--- src/rtl/uart_pkg.sv ---
// Shared UART definitions: bit-period arithmetic and line FSM state encoding.
// Imported by the transmitter and the receiver.
package uart_pkg;

  localparam int DATA_BITS = 8;

  typedef enum logic [1:0] {
    IDLE  = 2'd0,
    START = 2'd1,
    DATA  = 2'd2,
    STOP  = 2'd3
  } uart_state_t;

  // Clocks per bit; integer division, so the real baud rate rounds up slightly.
  function automatic int calc_cycle(input int clk_freq, input int baud);
    return clk_freq / baud;
  endfunction

endpackage

--- src/rtl/uart_tx_fifo.sv ---
// Small byte FIFO in front of the UART transmitter.
// Power-of-two depth; pointers wrap naturally, count is kept separately.
module uart_tx_fifo #(
  parameter int FIFO_DEPTH = 4
) (
  input  logic                        clk,
  input  logic                        rst,
  input  logic                        i_push,
  input  logic [7:0]                  i_din,
  input  logic                        i_pop,
  output logic [7:0]                  o_dout,
  output logic                        o_full,
  output logic                        o_empty,
  output logic [$clog2(FIFO_DEPTH):0] o_count
);

  localparam int AW = $clog2(FIFO_DEPTH);
  localparam int CNTW = AW + 1;

  logic [7:0]      r_mem [FIFO_DEPTH];
  logic [AW-1:0]   r_wptr;
  logic [AW-1:0]   r_rptr;
  logic [CNTW-1:0] r_count;

  logic w_wr;
  logic w_rd;

  assign o_full  = (r_count == CNTW'(FIFO_DEPTH));
  assign o_empty = (r_count == '0);
  assign o_count = r_count;
  assign o_dout  = r_mem[r_rptr];

  // Guarded here too, so the count can never run past either end.
  assign w_wr = i_push && !o_full;
  assign w_rd = i_pop && !o_empty;

  always_ff @(posedge clk) begin
    if (w_wr) begin
      r_mem[r_wptr] <= i_din;
    end
  end

  always_ff @(posedge clk) begin
    if (rst) begin
      r_wptr  <= '0;
      r_rptr  <= '0;
      r_count <= '0;
    end else begin
      if (w_wr) begin
        r_wptr <= r_wptr + 1'b1;
      end
      if (w_rd) begin
        r_rptr <= r_rptr + 1'b1;
      end
      unique case ({w_wr, w_rd})
        2'b10:   r_count <= r_count + 1'b1;
        2'b01:   r_count <= r_count - 1'b1;
        default: r_count <= r_count;
      endcase
    end
  end

endmodule

--- src/rtl/uart_tx.sv ---
// Buffered 8N1 UART transmitter: FIFO front end, bit-timing FSM, shifter.
// The line register follows the FSM state by one clock.
module uart_tx
  import uart_pkg::*;
#(
  parameter int CLK_FREQ   = 100_000_000,
  parameter int BODE_RATE  = 115_200,
  parameter int FIFO_DEPTH = 4
) (
  input  logic       clk,
  input  logic       rst,
  input  logic [7:0] tx_data,
  input  logic       tx_data_valid,
  output logic       tx_ready,
  output logic       tx,
  output logic       tx_busy
);

  localparam int CYCLE = calc_cycle(CLK_FREQ, BODE_RATE);
  localparam int CW    = $clog2(CYCLE);
  localparam int CNTW  = $clog2(FIFO_DEPTH) + 1;
  localparam logic [CW-1:0] LAST = CW'(CYCLE - 1);
  localparam logic [2:0]    LAST_BIT = 3'(DATA_BITS - 1);

  uart_state_t r_state;
  uart_state_t w_state_d;

  logic [CW-1:0] r_cnt;
  logic [CW-1:0] w_cnt_d;
  logic [CW-1:0] w_cnt_step;
  logic [2:0]    r_idx;
  logic [2:0]    w_idx_d;
  logic [7:0]    r_shift;
  logic [7:0]    w_shift_d;
  logic          r_tx;
  logic          w_tx_d;

  logic            w_last;
  logic            w_pop;
  logic            w_push;
  logic            w_full;
  logic            w_empty;
  logic [7:0]      w_head;
  logic [CNTW-1:0] w_count;

  assign w_push = tx_data_valid && !w_full;

  uart_tx_fifo #(
    .FIFO_DEPTH(FIFO_DEPTH)
  ) u_fifo (
    .clk    (clk),
    .rst    (rst),
    .i_push (w_push),
    .i_din  (tx_data),
    .i_pop  (w_pop),
    .o_dout (w_head),
    .o_full (w_full),
    .o_empty(w_empty),
    .o_count(w_count)
  );

  assign w_last     = (r_cnt == LAST);
  assign w_cnt_step = w_last ? '0 : r_cnt + 1'b1;

  always_comb begin
    w_state_d = r_state;
    w_cnt_d   = r_cnt;
    w_idx_d   = r_idx;
    w_shift_d = r_shift;
    w_tx_d    = 1'b1;
    w_pop     = 1'b0;
    unique case (r_state)
      IDLE: begin
        w_cnt_d = '0;
        if (!w_empty) begin
          w_pop     = 1'b1;
          w_shift_d = w_head;
          w_state_d = START;
        end
      end
      START: begin
        w_tx_d  = 1'b0;
        w_cnt_d = w_cnt_step;
        if (w_last) begin
          w_idx_d   = '0;
          w_state_d = DATA;
        end
      end
      DATA: begin
        w_tx_d  = r_shift[0];
        w_cnt_d = w_cnt_step;
        if (w_last) begin
          w_shift_d = r_shift >> 1;
          if (r_idx == LAST_BIT) begin
            w_idx_d   = '0;
            w_state_d = STOP;
          end else begin
            w_idx_d = r_idx + 1'b1;
          end
        end
      end
      STOP: begin
        w_cnt_d = w_cnt_step;
        if (w_last) begin
          // Chain straight into the next start bit when bytes are waiting.
          if (!w_empty) begin
            w_pop     = 1'b1;
            w_shift_d = w_head;
            w_state_d = START;
          end else begin
            w_state_d = IDLE;
          end
        end
      end
      default: begin
        w_state_d = IDLE;
      end
    endcase
  end

  always_ff @(posedge clk) begin
    if (rst) begin
      r_state <= IDLE;
      r_cnt   <= '0;
      r_idx   <= '0;
      r_shift <= '0;
      r_tx    <= 1'b1;
    end else begin
      r_state <= w_state_d;
      r_cnt   <= w_cnt_d;
      r_idx   <= w_idx_d;
      r_shift <= w_shift_d;
      r_tx    <= w_tx_d;
    end
  end

  assign tx       = r_tx;
  assign tx_ready = !w_full;
  assign tx_busy  = (r_state != IDLE) || (w_count != '0);

endmodule

--- config.mk ---
export PLATFORM = sky130hd
export DESIGN_NAME = uart_tx
export DESIGN_NICKNAME = d
export VERILOG_FILES = /design/src/rtl/uart_pkg.sv /design/src/rtl/uart_tx_fifo.sv /design/src/rtl/uart_tx.sv
export SDC_FILE = /design/constraint.sdc
export NUM_CORES = 1
export LEC_CHECK = 0
export CORE_MARGIN = 2
export CORE_UTILIZATION = 57
export CTS_BUF_LIST = sky130_fd_sc_hd__clkbuf_4 sky130_fd_sc_hd__clkbuf_8 sky130_fd_sc_hd__clkbuf_16
export DETAILED_ROUTE_END_ITERATION = 10
export PLACE_DENSITY = 0.87
export SLEW_MARGIN = 40
export SYNTH_ARGS = -nofsm -noshare
export SYNTH_HDL_FRONTEND = slang
export SYNTH_SLANG_ARGS = --single-unit
--- constraint.sdc ---
create_clock -name clk -period 4.7 [get_ports clk]
set_input_delay 0.705 -clock clk [delete_from_list [all_inputs] [get_ports clk]]
set_output_delay 0.705 -clock clk [all_outputs]
set_load 0.03 [all_outputs]
---- Yosys cells after proc, flatten, opt, wreduce, memory -nomap -nowiden ----
Memories as Yosys holds them, arrays and structs flattened. A register that Yosys moved wholly into a read port is not among the register bits.
Cells that the tools add are included.
Widths: inputs -> output; s select.
operators by class
  add/sub/neg operators ................... 6
  equality and inequality tests ........... 13
  muxes and demuxes ....................... 26
  reduce and logical (&&, ||, !) cells .... 17
operators with widths
  operator               number
  $mux 8                 3
  $pmux 8 s3             1
  $pmux 10 s2            1
  $mux 2                 7
  $pmux 3 s2             2
  $add 10x1->10 const B  1
  $eq 10x10->1 const B   1
  $mux 10                1
  $ne 2x2->1 const B     5
  $mux 3                 3
  $pmux 2 s4             1
  $add 3x1->3 const B    2
  $eq 2x2->1 const B     3
  $eq 3x3->1 const B     2
  $reduce_and 3->1       2
  $reduce_bool 2->1      3
  $reduce_bool 3->1      2
  $mux 1                 5
  $reduce_and 5->1       1
  $add 2x1->2 const B    2
  $eq 2x1->1 const B     2
  $pmux 1 s2             2
  $logic_and 1x1->1      3
  $logic_not 3->1        1
  other kinds (5)        6
word-level totals
  register bits ........................... 31
  memory bits (writable) .................. 32
  input port bits ......................... 11
  output and inout bits ................... 3
  logic and storage cells ................. 71
  memories kept ........................... 1
memories
  name          depth  width  read ports  clocked after memory_dff  wr ports  RTL line            text
  u_fifo.r_mem  4      8      1           1                         1         uart_tx_fifo.sv:20  logic [7:0] r_mem [FIFO_DEPTH];

---- Logic depth before layout (Yosys ltp) ----
  depth after elaboration ................. 7
  mapped depth ............................ 9
  gate-level depth less buffers ........... 9

---- Cells and area by module ----
Synthesis repeated with hierarchy kept, for this count alone.
unflattened totals
  cell total of the unflattened synthesis .. 229
  area total of the unflattened synthesis .. 2,975.4 um2
modules (own cells, without submodules)
  module        times used  cells each  area each (um2)  seq. area each (um2)
  uart_tx_fifo  1           96          1,635.3          1,141.1
  uart_tx       1           133         1,340.0          480.5

---- Worst setup path before layout ----
Ideal clock, no wire load.
  path type ............................... flip-flop to flip-flop
  start ................................... register r_cnt[0]
  end ..................................... register u_fifo.r_count[2] (netlist: u_fifo.o_count[2])
  library setup time ...................... 0.071 ns
  arrival time ............................ 2.213 ns
  data required time ...................... 4.629 ns
  slack ................................... 2.416 ns
  cell stages (with the launch flop) ...... 10
  buffers on the path ..................... 0
  clock period less this slack ............ 2.284 ns
  cells stage by stage .................... dfxtp_1 > ha_1 > nor3b_4 > a41oi_2 > nor2_1 > ha_1 > fa_1 > xnor2_1 > or3_1 > a21oi_1
between the ends
  cells in the longest elaborated chain, start to end .. 6
  elaborated cells between the ends (all ways) .. 8
  those cells by class .................... eq/ne: 3; mux: 3; reduce/logical: 2
RTL lines
  what                                             RTL line            text
  from (decl)                                      uart_tx.sv:28       logic [CW-1:0] r_cnt;
  from (signal assigned)                           uart_tx.sv:130      r_cnt <= w_cnt_d;
  $eq 10x10->1 *                                   uart_tx.sv:62       assign w_last = (r_cnt == LAST);
  $mux 1 *                                         uart_tx.sv:104      if (w_last) begin
  $pmux 1 s2 *                                     uart_tx.sv:72       unique case (r_state)
  $logic_and 1x1->1 *                              uart_tx_fifo.sv:35  assign w_rd = i_pop && !o_empty;
  net u_fifo.w_rd                                  uart_tx_fifo.sv:26  logic w_rd;
  $eq 2x1->1 or $eq 2x2->1 (tied branches)         uart_tx_fifo.sv:55  unique case ({w_wr, w_rd})
  $pmux 3 s2 or $reduce_bool 2->1 (tied branches)  --
  to (signal assigned)                             uart_tx_fifo.sv:56  2'b10: r_count <= r_count + 1'b1;
  to (signal assigned)                             uart_tx_fifo.sv:57  2'b01: r_count <= r_count - 1'b1;
  to (signal assigned)                             uart_tx_fifo.sv:58  default: r_count <= r_count;
  to (decl)                                        uart_tx_fifo.sv:23  logic [CNTW-1:0] r_count;
The timed path passes the listed nets; every way through them passes the cells marked *.
A chain may end at the register's enable or synchronous reset.

---- Worst setup path in the final report ----
  start ................................... register u_fifo.r_count[0] (netlist: u_fifo.o_count[0])
  end ..................................... output port tx_busy
between the ends
  cells in the longest elaborated chain, start to end .. 2
RTL lines
  what               RTL line        text
  $reduce_bool 3->1  uart_tx.sv:139  assign tx_busy = (r_state != IDLE) || (w_count != '0);
  $logic_or 1x1->1   uart_tx.sv:139
  to (decl)          uart_tx.sv:16   output logic tx_busy
No other way between the ends.

==> results.ini <==
[yosys]
async_flop_share_pct=0
yosysSeqAreaShare_pct=57.4
syn_inst=222
synthDistinctLibCells=38
ys_warn_count=0
synth.most_common_cell=dfxtp_1
synth_edf_count=32
synth_top_area_share_pct=34.0
ys_ff_latch=65
yosys-top-cells-area=edfxtp_1 (34%), dfxtp_1 (23%), mux4_2 (6.4%), ha_1 (6.2%), a21oi_1 (3.2%)
synth_ff_type=dfxtp_1
syn_area_um2=2820
ys_top_cells_by_count=dfxtp_1 (33), edfxtp_1 (32), a21oi_1 (18), nor2_1 (17), ha_1 (14)
yosys.area.top_type=edfxtp_1
synth.avg_cell_area_um2=12.7
synth_fp_nets=248

[die]
num_rows=25
fp.dieW_um=74.4
fp.dieArea_um2=5530
dieHeight_um=74.4
start_util_pct=59.4
ioPinCount=14
core_area_um2=4750

[grt]
overflow=0
grt_use_total_pct=18.7
grt_max_degree=24
antenna_found_initial=0
grt_pass1_vias=1651
top_usage_layer=met2
met3_usage_pct=4.47
grt_pass1_wl_mm=7.59
gr-usage-met1_pct=24.4
gr-usage-met2_pct=29.0

[timing]
fmax_mhz=368
min_period_over_period_pct=57.9
skew_ns=0.00810
fin_crit_ns=2.72
hold_viol_final=0
fin_setup_tns_ns=0
relSlewSlack_pct=41.2
setup_viol=0
rsz0062_at_grt=false
drv_slew=0
worst_pin_slew_ns=0.879

[hold_path]
worstHoldStart=r_cnt[0]
worstHoldPathType=flip-flop to flip-flop
worstHoldPathCells=1
hold_end=r_cnt[0]

[pwr]
worst_ir_drop_vdd_mv=0.371
p_leak_uw=0.00115
comb_power_share_pct=35.0
intPower_uw=1160
p_switching_uw=649
seqPwrFrac_pct=41.9
swShare_pct=35.8
pwr_density_cell_nw_per_um2=569
pwr-share-clk_pct=23.1

[cells_and_area]
fillers=354
drive_gt1_share_pct=12.8
fin_util_pct=67.0
num-nets-final=264
final_cell_count_no_fill=310
syn_to_final_growth_pct=12.8
n_antenna_cell=0

[critical_path]
endpoint_kind=primary output
cp_top_family=simple AND/OR/NAND/NOR gates
critical_path_required_ns=3.99
crit_slowest_cell=clkdlybuf4s50_1
worstSetupPathType=flip-flop to primary output
critPathLaunchType=flip-flop
crit_path_max_fanout=5
crit_buf_inv=1
crit_chain=nor3_1 > nand2_1 > clkdlybuf4s50_1
critical_path.max_stage_delay_ns=0.62
timing.rr.start=u_fifo.o_count[0]
cp_data_arrival_time_ns=2.01
ff2ff_path_depth=8
reg2reg_to=u_fifo.o_count[2]
r2r_setup_slack_ns=2.14

[cts]
htree_num_levels=3
clockRootBuffer=clkbuf_8
numCtsBuffers=9
clock_latency_ns=0.34
clk_pin_slew_worst_paths_ns=0.07
cts_tree=yes
ctsHoldBuffers=0
postCtsSetupRepairBufs=0
clock_path_buffers=2
cts_sinks=65
cts_resized=0

[run_status]
outcome=finished, final reports clean

[routing]
via_count=1761
first_iter_violations=111
wl_per_cell_um=14.7
vias_per_cell=5.68
ant_nets=0
dr.pass1.iters=4
post-route-drc-count=0
routed_wirelength_mm=4.56

[placed_design]
dp_cells=294
gp_congestion=0.757
place_hpwl_mm=3.17
portBuffers=13

[flow_run]
drv_cap=0

## registers in the layout, indices dropped and copies added (netlist names), named ones only
register and count:
r_cnt 10, u_fifo.r_mem 32, u_fifo.o_count 3, u_fifo.r_wptr 2, r_state 2, tx 1
r_shift 8, u_fifo.r_rptr 2, r_idx 3
## worst reg2reg max path, delay by kind of cell (launching register included)
family / cells / cell delay, ns
simple gates: 4 / 1.21
flops: 1 / 0.36
compound gates: 1 / 0.14
xor+xnor: 1 / 0.14
fa+ha+maj: 2 / 0.63
## metrics by stage
stage	power (uW)	worst slack, ns	hold WS (ns)	area (um2)
after global routing	1920	1.85	0.511	3190
final	1810	1.98	0.470	3190
after floorplan	1250	2.42	0.430	2820
after CTS	1820	1.96	0.473	3190
after detailed placement	1400	1.94	0.456	3010
after global placement	1360	2.01	0.441	3000
## cell usage in the layout (no fill, tap or decap), drive strengths merged, types with 2 or more instances in the layout
cell	count
clkinv	5
mux2i	8
nor2	17
clkbuf	9
a31o	2
nand4	3
or3	3
o21ai	6
xor2	5
clkdlybuf4s50	13
a311oi	7
or4	2
nand2	6
edfxtp	32
a21oi	18
ha	14
inv	9
dfxtp	33
nand3	8
mux4	8
xnor2	6
nor3	5
and3	6
and2	3
## per-layer routing
metal	wire length, um	up-vias
li1	-	866
met2	2210	23
met1	2130	863
met5	0	-
met4	98	0
met3	112	9
## cells by family (layout without fill, tap and decap cells)
group	after synthesis	after routing	share of synthesized area, %
AOI/OAI and AO/OA	40	40	9.39
muxes	16	16	9.22
and+or+nand+nor	59	59	11.3
buffers and inverters	16	37	2.30
xor gates and xnor gates	11	11	3.41
DFF	65	65	57.4
adders and majority gates	15	15	6.91
## power by group through the flow
stage,registers [uW],clock network [uW],logic (uW)
after global routing,768,448,706
after global placement,765,0,600
final,759,418,635
after detailed placement,771,0,633
after floorplan,749,0,502
after CTS,758,427,635
## worst max path at each step
stage                            startpoint                end  cells past startpoint
final                     u_fifo.o_count[0]            tx_busy                      3
after global routing      u_fifo.o_count[0]            tx_busy                      3
after CTS                 u_fifo.o_count[0]            tx_busy                      3
after detailed placement      tx_data_valid  u_fifo.o_count[2]                      8
after global placement        tx_data_valid  u_fifo.o_count[2]                      8
after floorplan                    r_cnt[0]  u_fifo.o_count[2]                      9
## final cells by class
cell class	count	area (um2)	area share, %
Clock buffer	9	124	3.89
Clock inverter	7	55.1	1.73
Inverter	8	30.0	0.943
Multi-Input combinational cell	141	1140	35.8
Sequential cell	65	1620	50.9
Tap cell	67	83.8	2.63
Timing Repair Buffer	13	130	4.08
Note: power is estimated with default switching activity, not from simulation.
